==> config.mk <==
export PLATFORM = sky130hd
export DESIGN_NAME = turn_scheduler
export DESIGN_NICKNAME = d
export VERILOG_FILES = /design/src/rtl/turn_scheduler.sv
export SDC_FILE = /design/constraint.sdc
export NUM_CORES = 1
export LEC_CHECK = 0
export CAP_MARGIN = 0
export CORE_MARGIN = 2
export CORE_UTILIZATION = 41
export DETAILED_ROUTE_END_ITERATION = 10
export DONT_BUFFER_PORTS = 1
export GPL_TIMING_DRIVEN = 0
export HOLD_SLACK_MARGIN = 0.15
export PLACE_DENSITY_LB_ADDON = 0.05
export SLEW_MARGIN = 30
export SYNTH_ARGS = -nofsm -noshare
export SYNTH_HDL_FRONTEND = slang
export SYNTH_SLANG_ARGS = --single-unit
==> constraint.sdc <==
create_clock -name clock -period 15.6 [get_ports clock]
set_input_delay 1.56 -clock clock [delete_from_list [all_inputs] [get_ports clock]]
set_output_delay 1.56 -clock clock [all_outputs]
set_load 0.03 [all_outputs]
==> src/rtl/turn_scheduler.sv <==
// Turn sequencer for the game: walks through surviving players, runs the per-step
// countdown, counts rounds and reports game over with the sole survivor.
module turn_scheduler #(
  parameter int MAX_PLAYER_CNT      = 7,
  parameter int LOG2_MAX_PLAYER_CNT = 3,
  parameter int MAX_STEP_TIME       = 15,
  parameter int LOG2_MAX_STEP_TIME  = 4,
  parameter int LOG2_MAX_ROUND      = 12,
  parameter int TICKS_PER_SEC       = 50_000_000
) (
  input  logic                           clock,
  input  logic                           reset_n,
  input  logic                           start,
  input  logic [MAX_PLAYER_CNT-1:0]      alive,
  input  logic                           step_done,
  output logic [LOG2_MAX_PLAYER_CNT-1:0] current_player,
  output logic [LOG2_MAX_PLAYER_CNT-1:0] next_player,
  output logic [LOG2_MAX_STEP_TIME-1:0]  step_timer,
  output logic [LOG2_MAX_ROUND-1:0]      round,
  output logic                           turn_start,
  output logic                           playing,
  output logic                           game_over,
  output logic [LOG2_MAX_PLAYER_CNT-1:0] winner
);

  localparam int TICK_W = (TICKS_PER_SEC > 1) ? $clog2(TICKS_PER_SEC) : 1;
  localparam logic [TICK_W-1:0] TICK_LAST = TICK_W'(TICKS_PER_SEC - 1);
  localparam logic [LOG2_MAX_STEP_TIME-1:0] STEP_FULL = LOG2_MAX_STEP_TIME'(MAX_STEP_TIME);
  localparam logic [LOG2_MAX_ROUND-1:0] ROUND_ONE = LOG2_MAX_ROUND'(1);

  typedef enum logic [1:0] {S_IDLE, S_PLAYING, S_ADVANCE, S_OVER} state_t;

  state_t                         state_q;
  logic [LOG2_MAX_PLAYER_CNT-1:0] cur_q;
  logic [LOG2_MAX_PLAYER_CNT-1:0] winner_q;
  logic [LOG2_MAX_STEP_TIME-1:0]  timer_q;
  logic [LOG2_MAX_ROUND-1:0]      round_q;
  logic [TICK_W-1:0]              tick_q;
  logic                           turn_start_q;

  logic [LOG2_MAX_PLAYER_CNT-1:0] nxt_player;
  logic                           nxt_found;
  logic                           cur_alive;
  logic                           few_alive;

  // Cyclic scan from cur+1; with cur=0 this yields the lowest alive player,
  // and with a single survivor it yields that survivor (reused as winner).
  always_comb begin
    int p;
    nxt_player = '0;
    nxt_found  = 1'b0;
    cur_alive  = 1'b0;
    for (int k = 1; k <= MAX_PLAYER_CNT; k++) begin
      p = int'(cur_q) + k;
      if (p > MAX_PLAYER_CNT) p = p - MAX_PLAYER_CNT;
      if (!nxt_found && alive[p-1]) begin
        nxt_found  = 1'b1;
        nxt_player = LOG2_MAX_PLAYER_CNT'(p);
      end
    end
    for (int i = 0; i < MAX_PLAYER_CNT; i++) begin
      if (int'(cur_q) == i + 1) cur_alive = alive[i];
    end
  end

  assign few_alive = ((alive & (alive - 1'b1)) == '0);

  always_ff @(posedge clock) begin
    if (!reset_n) begin
      state_q      <= S_IDLE;
      cur_q        <= '0;
      winner_q     <= '0;
      timer_q      <= '0;
      round_q      <= '0;
      tick_q       <= '0;
      turn_start_q <= 1'b0;
    end else begin
      turn_start_q <= 1'b0;
      case (state_q)
        S_IDLE: begin
          if (start) begin
            tick_q <= '0;
            if (few_alive) begin
              state_q  <= S_OVER;
              winner_q <= nxt_player;
            end else begin
              state_q      <= S_PLAYING;
              cur_q        <= nxt_player;
              timer_q      <= STEP_FULL;
              round_q      <= ROUND_ONE;
              turn_start_q <= 1'b1;
            end
          end
        end
        S_PLAYING: begin
          if (step_done) begin
            state_q <= S_ADVANCE;
          end else begin
            if (tick_q == TICK_LAST) begin
              tick_q <= '0;
              if (timer_q != '0) timer_q <= timer_q - 1'b1;
              if (timer_q <= 1) state_q <= S_ADVANCE;
            end else begin
              tick_q <= tick_q + 1'b1;
            end
            if (!cur_alive) state_q <= S_ADVANCE;
          end
        end
        S_ADVANCE: begin
          tick_q <= '0;
          if (few_alive) begin
            state_q  <= S_OVER;
            winner_q <= nxt_player;
            cur_q    <= '0;
            timer_q  <= '0;
          end else begin
            state_q      <= S_PLAYING;
            cur_q        <= nxt_player;
            timer_q      <= STEP_FULL;
            turn_start_q <= 1'b1;
            // Scan wrapped past the highest player: a new round begins.
            if (nxt_player <= cur_q && round_q != '1) round_q <= round_q + 1'b1;
          end
        end
        S_OVER: begin
          timer_q <= '0;
          if (start) begin
            state_q  <= S_IDLE;
            cur_q    <= '0;
            winner_q <= '0;
            round_q  <= '0;
            tick_q   <= '0;
          end
        end
        default: state_q <= S_IDLE;
      endcase
    end
  end

  assign current_player = cur_q;
  assign next_player    = nxt_player;
  assign step_timer     = timer_q;
  assign round          = round_q;
  assign turn_start     = turn_start_q;
  assign playing        = (state_q == S_PLAYING) || (state_q == S_ADVANCE);
  assign game_over      = (state_q == S_OVER);
  assign winner         = winner_q;

endmodule

==> impl_metrics.yaml <==
clock_network:
  cts.path.max_buffers: 2
  cts_num_sinks: 51
  cts_resized: 0
  clk_latency_ns: 0.32
  cts-root-buf: "clkbuf_8"
  cts_tree: "done"
  postCtsHoldBufs: 0
  htreeDepth: 2
  cts_buffers: 5
  clk_pin_slew_worst_paths_ns: 0.10
  post_cts_buffers: 0
min_path:
  hold_start: "tick_q[25]"
  hp-class: "reg -> reg"
  worstHoldPathCells: 2
  holdPathEnd: "tick_q[25]"
layout:
  drive_gt1_share_pct: 7.914
  syn_to_final_growth_pct: 6.651
  antennaDiodeCount: 0
  nNetsFinal: 596
synthesis:
  synth_cells: 548
  syn_area_mm2: 0.004289
  synth_mux_area_share_pct: 5.922
  synth_fa_ha_area_share_pct: 8.985
  seq_area_frac_synth_pct: 23.80
  synth_xor_area_share_pct: 9.364
  synth_most_common_cell: "nor2_1"
  ys_top_cells_by_count: "nor2_1 (67), dfxtp_1 (51), nand2_1 (47)"
  async_reset_ff_share_pct: 0
  syn_nets: 589
  yosysWarnings: 0
  netlist_top_cells_area: "dfxtp_1 (24%), ha_1 (8.8%), nor2_1 (5.9%), xor2_1 (5.1%), nand2_1 (4.1%)"
  netlist.area_leader.share_pct: 23.80
  synth-seq-cells: 51
  syn_area_per_cell_um2: 7.827
  synthDistinctLibCells: 74
  yosysTopAreaCell: "dfxtp_1"
  synthSimpleGateAreaFrac_pct: 26.63
  synth_edf_count: 0
  ys.flop_type: "dfxtp_1"
  synth_top_family_by_area: "simple AND/OR/NAND/NOR gates"
  synth_compound_area_share_pct: 20.39
setup_path:
  arrival_ns: 7.38
  reg2reg_from: "current_player[0]"
  r2r_slack_ns: 8.42
  critical_path.endpoint_type: "flip-flop"
  worstSetupPathType: "reg -> reg"
  critPathLaunchType: "flip-flop"
  reg2reg_to: "round[9]"
  crit_fanout: 11
  required_ns: 15.80
  reg2regPathDepth: 24
global_route:
  grt_overflow_total: 0
  grt_usage_pct: 20.20
  grt_pass1_wl_um: 18530
  antenna_found_initial: 0
  grt_pass1_vias: 3725
  grt_max_degree: 18
power:
  finalPower_uw: 1024
  ir_drop_uv: 117.5
  swShare_pct: 53.18
  switching_power_uw: 544.5
  p_clk_share_pct: 9.4
  p_int_uw: 479.5
  pwr-share-seq_pct: 18.0
  combPwrFrac_pct: 72.6
  leakage_uw: 0.001758
  power_density_mw_per_mm2: 223.9
drt:
  via_per_inst: 5.655
  routed_wl_um: 11120
  vias: 3913
  drtIter0Drc: 198
  remaining_drc_errors: 0
  drt-wirelength-per-cell_um: 16.07
  firstDrtPassIters: 4
  ant_nets: 0
outcome:
  outcome: "complete, no violations"
floorplan:
  die_x_um: 106.3
  start_util_pct: 41.92
  die_y_um: 106.3
  rows: 37
  num_io_pins: 39
  dieArea_mm2: 0.01130
  core_mm2: 0.01023
timing:
  finalSetupTns_ns: 0
  hold_viol: 0
  clock_skew_ns: 0.01614
  slew_headroom_pct: 47.96
  period_needed_ns: 7.182
  drv_slew: 0
  setup_violations: 0
  fmax_mhz: 139.2
  final.setup.worst_slack_ns: 8.418
  rsz0062_at_grt: "no"
  worst_pin_slew_ns: 0.7796
  post-route-period-util_pct: 46.04
place:
  routabilityCongestion: 0.8879
  dp_hpwl_um: 8398
  place_worst_setup_slack_ns: 8.436
  port_buffers: 0
flow_run:
  max-cap-violations: 0
==> layer usage <==
layer	wire [um]	track usage (%)	part of all wire, %
met1	5537	27.82	50
met4	148	6.673	1.3
met5	0	0	0
met2	4950	32.05	45
met3	487	3.372	4.4
==> cells by family after synthesis <==
kind of cell | count (synthesis)
buffers and inverters | 52
and+or+nand+nor | 225
AOI/OAI and AO/OA | 124
muxes | 20
DFF | 51
xor gates and xnor gates | 45
adders and majority gates | 31
==> critical path, cell delays in order, from the launching register on <==
cell and delay [ns]:
dfxtp_1 0.71, buf_2 0.34, clkinv_1 0.36, ha_1 0.47, clkbuf_1 0.39, buf_2 0.31
mux2i_1 0.17, ha_1 0.41, mux2i_1 0.19, o21ai_0 0.15, mux2i_4 0.27, nand4_2 0.23
or3b_1 0.46, o211a_1 0.30, inv_1 0.26, ha_1 0.30, nor2b_1 0.13, o21a_1 0.15
o21ai_0 0.16, o2111ai_1 0.23, o21a_1 0.19, buf_2 0.18, or3b_2 0.49, xor2_1 0.14
nor2_1 0.05
==> power groups by stage <==
stage | clock network, uW | registers (uW) | logic (uW)
after CTS | 100 | 185 | 743
after global placement | 0 | 188 | 732
after floorplan | 0 | 181 | 596
after detailed placement | 0 | 189 | 740
final | 95.9 | 185 | 743
after global routing | 104 | 188 | 827
==> metrics by stage <==
| stage | utilization [%] | hold slack [ns] | cell area (um2) | instances |
|---|---|---|---|---|
| final | 44.71 | 0.5223 | 4574 | 692 |
| after global routing | 44.71 | 0.5561 | 4574 | 692 |
| after CTS | 44.71 | 0.5265 | 4574 | 692 |
| after detailed placement | 43.59 | 0.4992 | 4459 | 684 |
| after global placement | 43.59 | 0.4922 | 4459 | 684 |
| after floorplan | - | 0.4716 | 4289 | 548 |
==> how the worst max path moves through the flow <==
| stage | from | to | slack, ns | depth (start not counted) |
|---|---|---|---|---|
| 2_1_floorplan | current_player[0] | round[9] | 9.53 | 26 |
| 3_3_place_gp | current_player[0] | round[9] | 8.47 | 23 |
| 3_5_place_dp | current_player[0] | round[9] | 8.44 | 24 |
| 4_1_cts | current_player[0] | round[9] | 8.41 | 24 |
| 5_1_grt | current_player[0] | round[9] | 7.88 | 24 |
| 6_report | current_player[0] | round[9] | 8.42 | 24 |
==> registers in the layout (all words and copies together), names as in the netlist <==
| signal | count |
|---|---|
| round | 12 |
| turn_start | 1 |
| step_timer | 4 |
| state_q | 2 |
| tick_q | 26 |
| winner | 3 |
| current_player | 3 |
==> cell usage in the layout (no fill, tap or decap), types with 5 or more instances in the layout <==
cell,instances
a211oi_1,7
a21oi_1,28
and3_1,7
and4_1,7
buf_2,9
clkbuf_1,18
clkbuf_8,5
dfxtp_1,51
ha_1,30
inv_1,23
mux2i_1,13
nand2_1,47
nand2b_1,8
nand3_1,26
nand3b_1,5
nand4_1,6
nor2_1,67
nor2b_1,8
nor3_1,14
o211a_1,5
o21ai_0,22
o22ai_1,8
xnor2_1,19
xor2_1,25
==> layout make-up <==
cell class,count,area [um2]
Inverter,24,90.09
Clock inverter,3,46.29
Clock buffer,5,68.82
Buffer,28,120.1
Sequential cell,51,1021
Fill cell,1054,5657
Multi-Input combinational cell,445,3058
Tap cell,136,170.2
Note: power is estimated with default switching activity, not from simulation.
